===== src/rtl/multi_dataflow_engine_ctrl_pkg.sv =====
// Shared types and default widths for the multi-dataflow engine control stage.
// Imported by the engine controller and its output skid buffer.
package multi_dataflow_package;

    localparam int DEFAULT_DATA_W = 32;
    localparam int DEFAULT_CNT_W  = 16;
    localparam int DEFAULT_CFG_W  = 32;

    typedef enum logic [1:0] {
        ST_IDLE,
        ST_CONFIG,
        ST_RUN,
        ST_DONE
    } engine_state_t;

    typedef struct packed {
        logic                     clear;
        logic                     enable;
        logic                     start;
        logic [DEFAULT_CNT_W-1:0] cnt_limit;
        logic [DEFAULT_CFG_W-1:0] configuration;
    } ctrl_engine_ctrl_t;

    typedef struct packed {
        logic [DEFAULT_CNT_W-1:0] cnt;
        logic                     ready;
        logic                     done;
    } flags_engine_ctrl_t;

endpackage


===== src/rtl/multi_dataflow_skid_buffer.sv =====
// Two-entry skid buffer between kernel output and sink streamer.
// Output is taken straight from storage, so out_valid_o is a registered signal.
module multi_dataflow_skid_buffer
    import multi_dataflow_package::*;
#(
    parameter int DATA_W = DEFAULT_DATA_W
) (
    input  logic              clk_i,
    input  logic              rst_ni,
    input  logic              flush_i,
    input  logic [DATA_W-1:0] in_data_i,
    input  logic              in_valid_i,
    output logic              in_ready_o,
    output logic [DATA_W-1:0] out_data_o,
    output logic              out_valid_o,
    input  logic              out_ready_i,
    output logic              full_o,
    output logic              empty_o
);

    logic [DATA_W-1:0] mem_q [2];
    logic              wr_ptr_q;
    logic              rd_ptr_q;
    logic [1:0]        count_q;
    logic              push;
    logic              pop;

    assign full_o      = (count_q == 2'd2);
    assign empty_o     = (count_q == 2'd0);
    // A pop frees the head slot in the same cycle, so a full buffer still accepts.
    assign in_ready_o  = ~full_o | out_ready_i;
    assign out_valid_o = ~empty_o;
    assign out_data_o  = empty_o ? '0 : mem_q[rd_ptr_q];
    assign push        = in_valid_i & in_ready_o;
    assign pop         = out_valid_o & out_ready_i;

    // NOTE: data storage has no reset; occupancy alone decides what is valid.
    always_ff @(posedge clk_i) begin
        if (push) begin
            mem_q[wr_ptr_q] <= in_data_i;
        end
    end

    // NOTE: sequential state uses non-blocking assignments so every register
    // samples pre-edge values regardless of statement order.
    always_ff @(posedge clk_i or negedge rst_ni) begin
        if (!rst_ni) begin
            wr_ptr_q <= 1'b0;
            rd_ptr_q <= 1'b0;
            count_q  <= 2'd0;
        end else if (flush_i) begin
            wr_ptr_q <= 1'b0;
            rd_ptr_q <= 1'b0;
            count_q  <= 2'd0;
        end else begin
            if (push) begin
                wr_ptr_q <= ~wr_ptr_q;
            end
            if (pop) begin
                rd_ptr_q <= ~rd_ptr_q;
            end
            case ({push, pop})
                2'b10:   count_q <= count_q + 2'd1;
                2'b01:   count_q <= count_q - 2'd1;
                default: count_q <= count_q;
            endcase
        end
    end

endmodule


===== src/rtl/multi_dataflow_engine_ctrl.sv =====
// Engine control stage: turns FSM engine controls into a kernel start pulse and
// gated stream handshakes, and counts sink beats to report cnt/ready/done.
module multi_dataflow_engine_ctrl
    import multi_dataflow_package::*;
#(
    parameter int DATA_W = DEFAULT_DATA_W,
    parameter int CNT_W  = DEFAULT_CNT_W,
    parameter int CFG_W  = DEFAULT_CFG_W
) (
    input  logic              clk_i,
    input  logic              rst_ni,
    input  logic              test_mode_i,
    input  logic              clear_i,
    input  logic              enable_i,
    input  logic              start_i,
    input  logic [CNT_W-1:0]  cnt_limit_i,
    input  logic [CFG_W-1:0]  configuration_i,
    input  logic [DATA_W-1:0] in_data_i,
    input  logic              in_valid_i,
    output logic              in_ready_o,
    output logic [DATA_W-1:0] krn_in_data_o,
    output logic              krn_in_valid_o,
    input  logic              krn_in_ready_i,
    input  logic [DATA_W-1:0] krn_out_data_i,
    input  logic              krn_out_valid_i,
    output logic              krn_out_ready_o,
    output logic [DATA_W-1:0] out_data_o,
    output logic              out_valid_o,
    input  logic              out_ready_i,
    output logic              krn_start_o,
    output logic [CFG_W-1:0]  krn_config_o,
    output logic [CNT_W-1:0]  cnt_o,
    output logic              ready_o,
    output logic              done_o
);

    localparam logic [CNT_W-1:0] CNT_ONE = CNT_W'(1);

    engine_state_t    state_q;
    engine_state_t    state_d;
    logic [CNT_W-1:0] limit_q;
    logic [CNT_W-1:0] cnt_q;
    logic [CNT_W-1:0] acc_q;
    logic [CFG_W-1:0] cfg_q;
    logic             active;
    logic             in_run;
    logic             start_job;
    logic             krn_hs;
    logic             sink_hs;
    logic             skid_pop;
    logic             skid_full;
    logic             last_beat;
    logic [1:0]       unused_skid_flags;
    logic             unused_test_mode;

    assign unused_test_mode = test_mode_i;

    // Clear outranks everything and enable low freezes, so both block handshakes.
    assign active = enable_i & ~clear_i;
    assign in_run = (state_q == ST_RUN);

    assign krn_in_data_o   = in_data_i;
    assign krn_in_valid_o  = in_run & active & in_valid_i;
    assign in_ready_o      = in_run & active & krn_in_ready_i;
    assign krn_out_ready_o = in_run & active & ~skid_full & (acc_q < limit_q);
    assign krn_hs          = krn_out_valid_i & krn_out_ready_o;
    assign skid_pop        = in_run & active & out_ready_i;
    assign sink_hs         = out_valid_o & skid_pop;
    assign last_beat       = ((cnt_q + CNT_ONE) == limit_q);

    assign ready_o      = (state_q == ST_IDLE) || (state_q == ST_DONE);
    assign done_o       = (state_q == ST_DONE);
    assign cnt_o        = cnt_q;
    assign krn_config_o = cfg_q;

    multi_dataflow_skid_buffer #(
        .DATA_W (DATA_W)
    ) u_skid (
        .clk_i       (clk_i),
        .rst_ni      (rst_ni),
        .flush_i     (clear_i),
        .in_data_i   (krn_out_data_i),
        .in_valid_i  (krn_hs),
        .in_ready_o  (unused_skid_flags[0]),
        .out_data_o  (out_data_o),
        .out_valid_o (out_valid_o),
        .out_ready_i (skid_pop),
        .full_o      (skid_full),
        .empty_o     (unused_skid_flags[1])
    );

    // NOTE: every signal written here gets a default first, so no path leaves
    // one unassigned and no latch is inferred.
    always_comb begin
        state_d     = state_q;
        start_job   = 1'b0;
        krn_start_o = 1'b0;
        if (clear_i) begin
            state_d = ST_IDLE;
        end else if (enable_i) begin
            unique case (state_q)
                ST_IDLE, ST_DONE: begin
                    if (start_i) begin
                        start_job = 1'b1;
                        state_d   = ST_CONFIG;
                    end
                end
                ST_CONFIG: begin
                    krn_start_o = 1'b1;
                    state_d     = (limit_q == '0) ? ST_DONE : ST_RUN;
                end
                ST_RUN: begin
                    if (sink_hs && last_beat) begin
                        state_d = ST_DONE;
                    end
                end
                default: state_d = ST_IDLE;
            endcase
        end
    end

    always_ff @(posedge clk_i or negedge rst_ni) begin
        if (!rst_ni) begin
            state_q <= ST_IDLE;
        end else begin
            state_q <= state_d;
        end
    end

    // acc_q cannot pass limit_q because krn_out_ready_o already requires acc_q < limit_q.
    always_ff @(posedge clk_i or negedge rst_ni) begin
        if (!rst_ni) begin
            limit_q <= '0;
            cfg_q   <= '0;
            cnt_q   <= '0;
            acc_q   <= '0;
        end else if (clear_i) begin
            cnt_q <= '0;
            acc_q <= '0;
        end else if (start_job) begin
            limit_q <= cnt_limit_i;
            cfg_q   <= configuration_i;
            cnt_q   <= '0;
            acc_q   <= '0;
        end else begin
            if (krn_hs) begin
                acc_q <= acc_q + CNT_ONE;
            end
            if (sink_hs) begin
                cnt_q <= cnt_q + CNT_ONE;
            end
        end
    end

endmodule

===== config.mk =====
export PLATFORM = sky130hd
export DESIGN_NAME = multi_dataflow_engine_ctrl
export DESIGN_NICKNAME = d
export VERILOG_FILES = /design/src/rtl/multi_dataflow_engine_ctrl_pkg.sv /design/src/rtl/multi_dataflow_skid_buffer.sv /design/src/rtl/multi_dataflow_engine_ctrl.sv
export SDC_FILE = /design/constraint.sdc
export NUM_CORES = 1
export LEC_CHECK = 0
export BUFFER_PORTS_ARGS = -buffer_cell sky130_fd_sc_hd__buf_2
export CAP_MARGIN = 15
export CORE_MARGIN = 3
export CORE_UTILIZATION = 51
export CTS_CLUSTER_SIZE = 28
export DETAILED_ROUTE_END_ITERATION = 12
export MAX_ROUTING_LAYER = met4
export PLACE_DENSITY = 0.8
export SKIP_CTS_REPAIR_TIMING = 1
export SLEW_MARGIN = 20
export SYNTH_ARGS = -nofsm -noshare
export SYNTH_HDL_FRONTEND = slang
export SYNTH_HIERARCHICAL = 1
export SYNTH_SLANG_ARGS = --single-unit

===== constraint.sdc =====
create_clock -name clk_i -period 4.1 [get_ports clk_i]
set_clock_uncertainty 0.05 [all_clocks]
set_input_delay 0.615 -clock clk_i [delete_from_list [all_inputs] [get_ports clk_i]]
set_output_delay 0.615 -clock clk_i [all_outputs]
set_load 0.02 [all_outputs]

==> impl_metrics.ini, run 1 <==
[logic_synthesis]
synthesis.nets = 765
post_synth_most_frequent_cells = sky130_fd_sc_hd__dfrtp_1, sky130_fd_sc_hd__nor2_1, sky130_fd_sc_hd__edfxtp_1
post_synth_num_cell_types = 59
sequential_fraction_of_the_synthesis_area_pct = 54.9
post_synth_instance_area_um2 = 7430
synth.ff_latch_count = 150
syn_avg_cell_area_um2 = 11.9
synth.most_common_cell = sky130_fd_sc_hd__dfrtp_1
ys.warnings.count = 6
synth_enable_flop_cells = 64
synth_top_area_cell = sky130_fd_sc_hd__dfrtp_1
synthesis.instances = 623
synth_top_cells_by_area = sky130_fd_sc_hd__dfrtp_1, sky130_fd_sc_hd__edfxtp_1, sky130_fd_sc_hd__mux2_2
yosys_most_used_dff = sky130_fd_sc_hd__dfrtp_1
synthDominantCellAreaShare_pct = 29.0
post_synthesis_async_set_or_reset_flop_share_pct = 57.3

[grt]
first_global_vias = 5261
globalRoute.totalOverflow = 0
antenna_violations_before_repair = 0
first_pass_grt_wire_length_um = 26000
maximum_number_of_pins_on_one_net_before_global_route_repair = 87
groute.usage.overall_pct = 20.9

[clock_network]
clock_tree_root_driver_cell = sky130_fd_sc_hd__clkbuf_16
tritoncts.num_buffers = 17
clkSinkCount = 150
cts_buffer_depth = 2
cts.htree.levels = 4

[floorplan]
floorplan.die.height_um = 127
die_x_um = 127
std_cell_rows = 43
pin_count = 241
start_util_pct = 52.9

[status]
tool.error = [ERROR DRT-0255] Maze Route cannot find path of net in_data_i[17] in worker of routeBox ( 96600 0 ) ( 126675 48300 ).
status = did not finish
flow.stopped_at = detailed routing

[placement]
port_buffers = 175
dpl_wire_length_um = 11900
dpl.cell_count = 924
routabilityCongestion = 0.883
==> per-stage QoR <==
step           setup WS (ps)  cell area, um^2
2_1_floorplan            389             7430
3_3_place_gp             819             8170
3_5_place_dp             722             8170
4_1_cts                  719             8770
5_1_grt                  463             8770
==> metal layers <==
metal / global-route usage [%]
met3: 5.73
met1: 25.6
met5: -
met2: 33.7
met4: 7.19
==> kinds of logic after synthesis <==
| kind of cell | count (synthesis) | share of synthesized area, % |
|---|---|---|
| adders and majority gates | 20 | 3.37 |
| and+or+nand+nor | 184 | 12.2 |
| buffers and inverters | 82 | 6.72 |
| AOI/OAI and AO/OA | 57 | 5.31 |
| DFF | 150 | 54.9 |
| muxes | 83 | 12.0 |
| xor gates and xnor gates | 47 | 5.54 |
==> run 2: changes to the inputs <==
- CORE_UTILIZATION: 51 -> 40
- CTS_CLUSTER_SIZE: 28 -> default
- MAX_ROUTING_LAYER: met4 -> default
- PLACE_DENSITY: 0.8 -> default
- PLACE_DENSITY_LB_ADDON: default -> 0.15
==> run 2 against run 1 <==
Effect of this change:
- the flow now finishes without violations
- global-route usage is 4.0 points lower
- synthesized area stayed put
- synthesized cell count stayed put
==> impl_metrics.ini, run 2 <==
[cells_and_area]
flow.area_growth_from_synthesis_pct = 19.1
layout.cells.most_common = sky130_fd_sc_hd__buf_2
final_layout_size_suffix_gt1_share_pct = 35.5
final_cell_mix = sky130_fd_sc_hd__buf_2, sky130_fd_sc_hd__dfrtp_1, sky130_fd_sc_hd__nor2_1
num-fill-cells = 1661
nNetsFinal = 906
largest_register_ffs = 64
diodes = 0
post-route-util_pct = 48.9
max_flop_register = u_skid/mem_q

[worst_hold_path]
worstHoldPathType = primary input to async pin

[timing]
worst_slew_margin_rel_pct = 35.2
setup-violations-final = 0
fmax_mhz = 273
finalHoldViolCount = 0
worstMarginPinSlew_ps = 972
report.final.slew_viol_count = 0
fin_crit_sh_pct = 89.4
rsz0062_at_grt = no
finalSetupTns_ps = 0
period_minus_slack_ps = 3660

[floorplan]
pin_count = 241
die_x_um = 142
start_util_pct = 41.1
floorplan.die.height_um = 142
std_cell_rows = 49
dieArea_um2 = 20200
placeable_core_area_um2 = 18100

[logic_synthesis]
post_synthesis_async_set_or_reset_flop_share_pct = 57.3
synth.most_common_cell = sky130_fd_sc_hd__dfrtp_1
post_synth_instance_area_um2 = 7430
synthesis.instances = 623
sequential_fraction_of_the_synthesis_area_pct = 54.9
synth_top_cells_by_area = sky130_fd_sc_hd__dfrtp_1, sky130_fd_sc_hd__edfxtp_1, sky130_fd_sc_hd__mux2_2
ys.warnings.count = 6
synth_top_area_cell = sky130_fd_sc_hd__dfrtp_1
post_synth_most_frequent_cells = sky130_fd_sc_hd__dfrtp_1, sky130_fd_sc_hd__nor2_1, sky130_fd_sc_hd__edfxtp_1
synth.ff_latch_count = 150
synthesis.nets = 765
syn_avg_cell_area_um2 = 11.9
synth_enable_flop_cells = 64
post_synth_num_cell_types = 59
yosys_most_used_dff = sky130_fd_sc_hd__dfrtp_1
synthDominantCellAreaShare_pct = 29.0

[clock_network]
clock_tree_root_driver_cell = sky130_fd_sc_hd__clkbuf_16
tritoncts_clock_tree = yes
clkLatencyLatePin_ps = 420
cts.htree.levels = 4
cts_buffer_depth = 2
tritoncts.num_buffers = 17
clk_pin_slew_worst_paths_ps = 70
clkSinkCount = 150

[grt]
first_global_vias = 5273
groute.usage.overall_pct = 16.9
grt.met1_usage_pct = 21.6
gr-usage-met2_pct = 26.7
gr-max-usage-layer = met2
antenna_violations_before_repair = 1
maximum_number_of_pins_on_one_net_before_global_route_repair = 87
use_met3_pct = 6.15
globalRoute.totalOverflow = 0
first_pass_grt_wire_length_um = 27000

[critical_path]
worstPathRequired_ps = 4140
crit_arrival_ps = 3710
reg2reg_setup_slack_ps = 440
critical_path_peak_fanout = 20
critPathCaptureType = flop
critical_path.startpoint_type = flop
crit-reg2reg-launch = limit_q[6]
critical_path_class = flop to flop
crit-reg2reg-capture = u_skid/mem_q[0][5]
reg2regPathDepth = 11

[placement]
dpl_wire_length_um = 12200
routabilityCongestion = 0.818
port_buffers = 175

[status]
status = finished, final reports clean

[routing]
dr_total_vias = 5158
route.antenna.remaining_nets = 0
drtPass1Iterations = 5
remaining_drc_errors = 0
wl_per_cell_um = 16.7
viasPerCell = 5.13
drt_wl_total_um = 16800
violation_count_after_the_first_detailed_route_iteration = 308

[job]
maxCapViolCount = 0

[power]
cellPowerDensity_nw_per_um2 = 482
vdd_drop_max_uv = 285
power.static_leakage_uw = 0.00392
==> run 2: cell counts after synthesis <==
Identical to the previous run, type by type.
==> run 2: per-stage QoR <==
step | worst slack, ps | cell area, um^2 | hold WS, ps | total power [uW] | instances
after floorplan | 389 | 7430 | 269 | 2480 | 623
after global placement | 475 | 8250 | 433 | 2730 | 974
after detailed placement | 397 | 8250 | 438 | 2760 | 974
after CTS | 353 | 8840 | 308 | 4320 | 1006
after global routing | 33.6 | 8840 | 257 | 4480 | 1006
final | 436 | 8840 | 210 | 4260 | 1006
==> run 2: final cells by class <==
type	count	area (um^2)	area share (%)
Timing Repair Buffer	183	955	10.8
Tap cell	229	287	3.24
Inverter	21	78.8	0.891
Sequential cell	150	4080	46.1
Clock inverter	15	160	1.81
Multi-Input combinational cell	391	2860	32.4
Clock buffer	17	425	4.81
==> run 2: power by group <==
part | switching (uW) | internal [uW] | leakage [uW] | total (uW)
combinational | 456 | 368 | 0.00196 | 824
clock | 673 | 861 | 0.000287 | 1530
sequential | 157 | 1750 | 0.00167 | 1910
total | 1290 | 2980 | 0.00392 | 4260
==> run 2: per-layer routing <==
| metal | wire length (um) | vias up |
|---|---|---|
| met1 | 7260 | 2457 |
| met4 | 313 | 2 |
| met3 | 1500 | 33 |
| li1 | - | 2461 |
| met5 | 13 | - |
| met2 | 7750 | 205 |
==> run 2: worst max-delay path: stages, from the launching register on <==
cell and delay [ps]:
sky130_fd_sc_hd__dfrtp_1 410, sky130_fd_sc_hd__inv_1 60, sky130_fd_sc_hd__ha_1 310, sky130_fd_sc_hd__a21o_1 180, sky130_fd_sc_hd__a221oi_1 300, sky130_fd_sc_hd__o2111a_1 260, sky130_fd_sc_hd__and2_1 360, sky130_fd_sc_hd__o21ai_1 180
sky130_fd_sc_hd__inv_1 200, sky130_fd_sc_hd__nand2_2 80, sky130_fd_sc_hd__nor2_2 520, sky130_fd_sc_hd__buf_4 410
==> run 2: how the worst max path moves through the flow <==
stage / slack [ps] / cells past startpoint / startpoint / end
final: 440 / 11 / limit_q[6] / u_skid/mem_q[0][5]
after global routing: 30 / 11 / limit_q[6] / u_skid/mem_q[0][4]
after CTS: 350 / 11 / limit_q[6] / u_skid/mem_q[0][4]
after detailed placement: 400 / 11 / limit_q[7] / u_skid/mem_q[0][3]
after global placement: 480 / 11 / limit_q[7] / u_skid/mem_q[0][3]
after floorplan: 390 / 10 / limit_q[6] / u_skid/mem_q[0][0]
==> run 2: cell families (layout without fill, tap and decap cells) <==
logic type	after synthesis	count (layout)	synth area share [%]
XOR/XNOR	47	47	5.54
flip-flops	150	150	54.9
adder cells (fa/ha/maj)	20	20	3.37
multiplexers	83	83	12.0
buffers and inverters	82	236	6.72
AND/OR/NAND/NOR	184	184	12.2
AO/OA/AOI/OAI	57	57	5.31
Power figures use the tool's default switching activity.
==> run 3: changes to the inputs <==
- RECOVER_POWER: default -> 50
==> run 3 against run 2 <==
Effect of this change:
- critical path depth unchanged
- flip-flop and latch count unchanged
- highest routed layer unchanged
- register-to-register slack about the same
- first-iteration DRC count increased by 2.3%
- the flow now finishes with violations (capacitance limit, slew limit)
- largest power group unchanged
- combinational power decreased by 3.8%
- final area decreased by 0.72%
- hold slack improved by 120 ps
==> impl_metrics.ini, run 3 (synthesized netlist as in run 2, its figures left out) <==
[critical_path]
critical-path-top-delay-family = simple AND/OR/NAND/NOR gates
crit-reg2reg-launch = limit_q[6]
critPathSlowestCell = sky130_fd_sc_hd__nor2_2
reg2reg_setup_slack_ps = 430
worst-path-buf-inv = 3
critical_path.startpoint_type = flop
cell_type_with_the_highest_occurrence_count_on_the_critical_path = sky130_fd_sc_hd__inv_1
path_cells = inv_1 > ha_1 > a21o_1 > a221oi_1 > o2111a_1 > and2_1 > o21ai_1 > inv_1 > nand2_2 > nor2_2 > buf_4
reg2regPathDepth = 11
critPathCaptureType = flop
crit_arrival_ps = 3710
crit-reg2reg-capture = u_skid/mem_q[0][5]
critical_path_peak_fanout = 20
crit_path_depth = 11
critical_path_class = flop to flop
worstPathRequired_ps = 4140
cp_slowest_stage_delay_ps = 530

[routing]
drt_wl_total_um = 16800
violation_count_after_the_first_detailed_route_iteration = 315
wl_per_cell_um = 16.7
drtPass1Iterations = 5
route.antenna.remaining_nets = 0
remaining_drc_errors = 0
viasPerCell = 5.13
dr_total_vias = 5161

[grt]
first_global_vias = 5273
globalRoute.totalOverflow = 0
maximum_number_of_pins_on_one_net_before_global_route_repair = 87
groute.usage.overall_pct = 16.9
first_pass_grt_wire_length_um = 27000
antenna_violations_before_repair = 1

[clock_network]
clk_pin_slew_worst_paths_ps = 60
cts_buffer_depth = 2
clkSinkCount = 150
clock_tree_root_driver_cell = sky130_fd_sc_hd__clkbuf_16
tritoncts_clock_tree = yes
cts.htree.levels = 4
clkLatencyLatePin_ps = 420
tritoncts.num_buffers = 17

[power]
power_switching_share_pct = 30.4
vdd_drop_max_uv = 285
power.static_leakage_uw = 0.00379
cellPowerDensity_nw_per_um2 = 482
power_frac_clock_pct = 36.2
power.sequential.fraction_pct = 45.1
power_report.internal_total_uw = 2950
switching_power_uw = 1290
combPwrFrac_pct = 18.7

[placement]
pre_cts_ws_ps = 397
dpl.cell_count = 974
routabilityCongestion = 0.818
dpl_wire_length_um = 12200
port_buffers = 175

[worst_hold_path]
hold_path_startpoint = krn_out_data_i[2]
worstHoldPathType = primary input to flop
whs_endpoint = u_skid/mem_q[0][2]
worst_hold_path.num_cells = 1

[cells_and_area]
flow.area_growth_from_synthesis_pct = 18.2
post_layout_nonfiller_instances = 1006
final_cell_mix = sky130_fd_sc_hd__buf_2, sky130_fd_sc_hd__dfrtp_1, sky130_fd_sc_hd__nor2_1
max_flop_register = u_skid/mem_q
num-fill-cells = 1692
layout.cells.most_common = sky130_fd_sc_hd__buf_2
diodes = 0
final_layout_size_suffix_gt1_share_pct = 29.6
largest_register_ffs = 64
area.sequential_um2 = 4080
nNetsFinal = 906
area_used_by_multi_input_combinational_logic_um2 = 2860

[floorplan]
die_x_um = 142
pin_count = 241
std_cell_rows = 49
start_util_pct = 41.1
floorplan.die.height_um = 142
dieArea_um2 = 20200
placeable_core_area_um2 = 18100

[timing]
report.final.slew_viol_count = 87
worst_slew_margin_rel_pct = -44.7
final.hold.worst_slack_ps = 330
setup-violations-final = 0
finalHoldViolCount = 0
fin_crit_sh_pct = 89.4
rsz0062_at_grt = no
fmax_mhz = 273
layout_setup_ws_ps = 433
worstMarginPinSlew_ps = 2170
period_minus_slack_ps = 3670
finalSetupTns_ps = 0

[status]
status = finished, violations left
failed_checks = capacitance limit, slew limit

[job]
maxCapViolCount = 1
## run 3: layout make-up
cell class                 instances  share of cell area, %
clock buffer                      17                   4.85
clock inverter                    15                   1.82
inverter                          21                  0.898
multi-input combinational        391                   32.6
sequential                       150                   46.4
tap                              229                   3.26
timing repair buffer             183                   10.1
## run 3: worst max-delay path by stage
stage                         endpoint  startpoint  slack, ps
floorplan           u_skid/mem_q[0][0]  limit_q[6]        390
global placement    u_skid/mem_q[0][3]  limit_q[7]        480
detailed placement  u_skid/mem_q[0][3]  limit_q[7]        400
CTS                 u_skid/mem_q[0][4]  limit_q[6]        350
global route        u_skid/mem_q[0][4]  limit_q[6]         30
finish              u_skid/mem_q[0][5]  limit_q[6]        430
## run 3: layer usage
metal | global-route usage, % | up-vias | routed length [um]
met4 | 6.01 | 2 | 313
li1 | - | 2460 | -
met5 | 0 | - | 13
met2 | 26.7 | 207 | 7770
met1 | 21.6 | 2459 | 7170
met3 | 6.15 | 33 | 1500
## run 3: power groups by stage
stage	clock network, uW	logic (uW)	registers [uW]
2_1_floorplan	0	446	2030
3_3_place_gp	0	804	1920
3_5_place_dp	0	833	1930
4_1_cts	1580	835	1910
5_1_grt	1650	874	1930
6_report	1530	793	1910
## run 3: through the flow
step,util (%),cell area (um^2),power (uW)
after floorplan,-,7430,2480
after global placement,45.6,8250,2730
after detailed placement,45.6,8250,2760
after CTS,48.9,8840,4320
after global routing,48.5,8780,4460
final,48.5,8780,4230
==> run 4: changes to the inputs <==
- HOLD_SLACK_MARGIN: default -> 0.12
- SYNTH_HIERARCHICAL: 1 -> default
==> run 4 against run 3 <==
Effect of this change:
- the run still ends with capacitance limit, slew limit left
- synthesized cell count shrank 2.1%
- sequential share of layout area grew 0.62 points
- cell count shrank 1.9%
- synthesized area shrank 2.1%
- fmax grew 18%
- final area shrank 1.3%
- total power grew 11%
- worst setup slack gained 550 ps
- highest routed layer is now met4
==> impl_metrics.ini, run 4 <==
[status]
status = finished, violations left
failed_checks = capacitance limit, slew limit

[routing]
viasPerCell = 5.15
dr_total_vias = 5081
drtPass1Iterations = 4
remaining_drc_errors = 0
topRoutingLayerUsed = met4
violation_count_after_the_first_detailed_route_iteration = 235
route.antenna.remaining_nets = 0
wl_per_cell_um = 16.9
met3_length_um = 1270
drt_wl_total_um = 16700
met2_length_um = 8200
m1WireLength_um = 6810

[logic_synthesis]
synth_top_cells_by_area = sky130_fd_sc_hd__dfrtp_1, sky130_fd_sc_hd__edfxtp_1, sky130_fd_sc_hd__mux2_2
ys.warnings.count = 0
post_synth_most_frequent_cells = sky130_fd_sc_hd__dfrtp_1, sky130_fd_sc_hd__nor2_1, sky130_fd_sc_hd__edfxtp_1
post_synthesis_async_set_or_reset_flop_share_pct = 57.3
synth.ff_latch_count = 150
synth.most_common_cell = sky130_fd_sc_hd__dfrtp_1
sequential_fraction_of_the_synthesis_area_pct = 56.0
syn_avg_cell_area_um2 = 11.9
synth_top_area_cell = sky130_fd_sc_hd__dfrtp_1
post_synth_num_cell_types = 49
synthesis.nets = 752
synth_enable_flop_cells = 64
post_synth_instance_area_um2 = 7270
synthesis.instances = 610
synthDominantCellAreaShare_pct = 29.6
yosys_most_used_dff = sky130_fd_sc_hd__dfrtp_1

[cells_and_area]
diodes = 0
post_layout_nonfiller_instances = 987
max_flop_register = u_skid.mem_q
fin_area_um2 = 8660
nNetsFinal = 892
final_cell_mix = sky130_fd_sc_hd__buf_2, sky130_fd_sc_hd__dfrtp_1, sky130_fd_sc_hd__nor2_1
final_layout_size_suffix_gt1_share_pct = 29.7
flow.area_growth_from_synthesis_pct = 19.1
layout.cells.most_common = sky130_fd_sc_hd__buf_2
num-fill-cells = 1623
largest_register_ffs = 64

[power]
power.static_leakage_uw = 0.00371
switching_power_uw = 1500
combPwrFrac_pct = 24.6
power_frac_clock_pct = 31.5
vdd_drop_max_uv = 408
power.sequential.fraction_pct = 43.9
cellPowerDensity_nw_per_um2 = 545
power_switching_share_pct = 31.9
power_report.internal_total_uw = 3220

[worst_hold_path]
whs_endpoint = u_skid.mem_q[0][25]
worstHoldPathType = primary input to flop
hold_path_startpoint = krn_out_data_i[25]
worst_hold_path.num_cells = 1

[floorplan]
dieArea_um2 = 19800
pin_count = 241
std_cell_rows = 48
placeable_core_area_um2 = 17500
start_util_pct = 41.5
die_x_um = 141
floorplan.die.height_um = 141

[grt]
groute.usage.overall_pct = 17.1
first_pass_grt_wire_length_um = 26900
first_global_vias = 5385
maximum_number_of_pins_on_one_net_before_global_route_repair = 87
globalRoute.totalOverflow = 0
antenna_violations_before_repair = 0

[timing]
rsz0062_at_grt = no
worst_slew_margin_rel_pct = -42.5
report.final.slew_viol_count = 87
worstMarginPinSlew_ps = 2140
finalSetupTns_ps = 0
setup-violations-final = 0
fmax_mhz = 321
period_minus_slack_ps = 3120
layout_setup_ws_ps = 985
fin_crit_sh_pct = 76.0
finalHoldViolCount = 0

[clock_network]
clkSinkCount = 150
cts_buffer_depth = 2
tritoncts_clock_tree = yes
clkLatencyLatePin_ps = 420
cts.htree.levels = 4
clk_pin_slew_worst_paths_ps = 60
clock_tree_root_driver_cell = sky130_fd_sc_hd__clkbuf_16
tritoncts.num_buffers = 17

[critical_path]
crit_path_depth = 9
reg2regPathDepth = 9
critPathSlowestCell = sky130_fd_sc_hd__nor2_1
critical_path_class = flop to flop
worstPathRequired_ps = 4110
crit_arrival_ps = 3130
cp_slowest_stage_delay_ps = 440
worst-path-buf-inv = 2
reg2reg_setup_slack_ps = 980
critical_path_peak_fanout = 32
critPathCaptureType = flop
critical-path-top-delay-family = compound AO/OA/AOI/OAI gates
crit-reg2reg-capture = u_skid.mem_q[1][9]
path_cells = inv_1 > ha_1 > a21o_1 > a211o_1 > a31oi_1 > o22ai_1 > nor2_1 > and2_1 > buf_4
critical_path.startpoint_type = flop
crit-reg2reg-launch = limit_q[6]

[placement]
dpl.cell_count = 956
dpl_wire_length_um = 11800
placed_area_um2 = 8150
pre_cts_ws_ps = 959
port_buffers = 175
routabilityCongestion = 0.836

[job]
maxCapViolCount = 1
run 4: cell count changes in the layout (fill, tap and decap cells not counted), sizes merged, moves of 4 or more:
cell	previous run	this run
o211ai	10	4
nor3	4	8
xnor2	20	30
clkbuf	64	59
and3	18	8
nor2	80	66
nor4	6	10
xor2	27	17
buf	136	142
run 4: cell families (layout without fill, tap and decap cells):
| group | count (synthesis) | in the layout | synth area share, % |
|---|---|---|---|
| buffers and inverters | 84 | 236 | 6.00 |
| multiplexers | 84 | 84 | 12.4 |
| adder cells (fa/ha/maj) | 20 | 20 | 3.44 |
| AND/OR/NAND/NOR | 170 | 170 | 11.4 |
| AO/OA/AOI/OAI | 55 | 55 | 5.02 |
| flip-flops | 150 | 150 | 56.0 |
| XOR/XNOR | 47 | 47 | 5.66 |
run 4: metal layers:
metal / track usage, % / up-vias
li1: - / 2412
met1: 20.9 / 2432
met2: 27.9 / 187
met3: 5.46 / 50
met4: 6.99 / 0
met5: 0 / -
run 4: metrics by stage:
step | total power [uW] | hold slack [ps] | utilization, %
3_3_place_gp | 3260 | 434 | 46.5
6_report | 4720 | 340 | 49.4
3_5_place_dp | 3300 | 437 | 46.5
4_1_cts | 4820 | 313 | 49.7
2_1_floorplan | 2880 | 269 | -
5_1_grt | 4980 | 314 | 49.4
run 4: final cells by class:
type	count	area [um^2]	area share [%]
well taps	225	282	3.25
multi-input cells	376	2780	32.1
clock buffers	19	433	5.00
clock inverters	12	128	1.47
flip-flops and latches	150	4080	47.0
inverters	23	86.3	0.997
repair buffers	182	880	10.2
run 4: power groups by stage:
stage	Clock (uW)	Sequential, uW	Combinational [uW]
after floorplan	0	2220	665
after global placement	0	2080	1180
after detailed placement	0	2090	1210
after CTS	1530	2070	1220
after global routing	1590	2110	1280
final	1490	2070	1160
run 4: how the worst max path moves through the flow:
| stage | from | endpoint | slack, ps |
|---|---|---|---|
| after floorplan | limit_q[6] | u_skid.mem_q[0][0] | 650 |
| after global placement | limit_q[6] | u_skid.mem_q[1][7] | 990 |
| after detailed placement | limit_q[6] | u_skid.mem_q[1][7] | 960 |
| after CTS | limit_q[6] | u_skid.mem_q[1][26] | 960 |
| after global routing | limit_q[6] | u_skid.mem_q[1][11] | 720 |
| final | limit_q[6] | u_skid.mem_q[1][9] | 980 |
run 4: worst reg2reg max path: stages, from the launching register on:
cell and delay, ps:
sky130_fd_sc_hd__dfrtp_1 400, sky130_fd_sc_hd__inv_1 110, sky130_fd_sc_hd__ha_1 320, sky130_fd_sc_hd__a21o_1 180
sky130_fd_sc_hd__a211o_1 280, sky130_fd_sc_hd__a31oi_1 170, sky130_fd_sc_hd__o22ai_1 210, sky130_fd_sc_hd__nor2_1 440
sky130_fd_sc_hd__and2_1 200, sky130_fd_sc_hd__buf_4 390
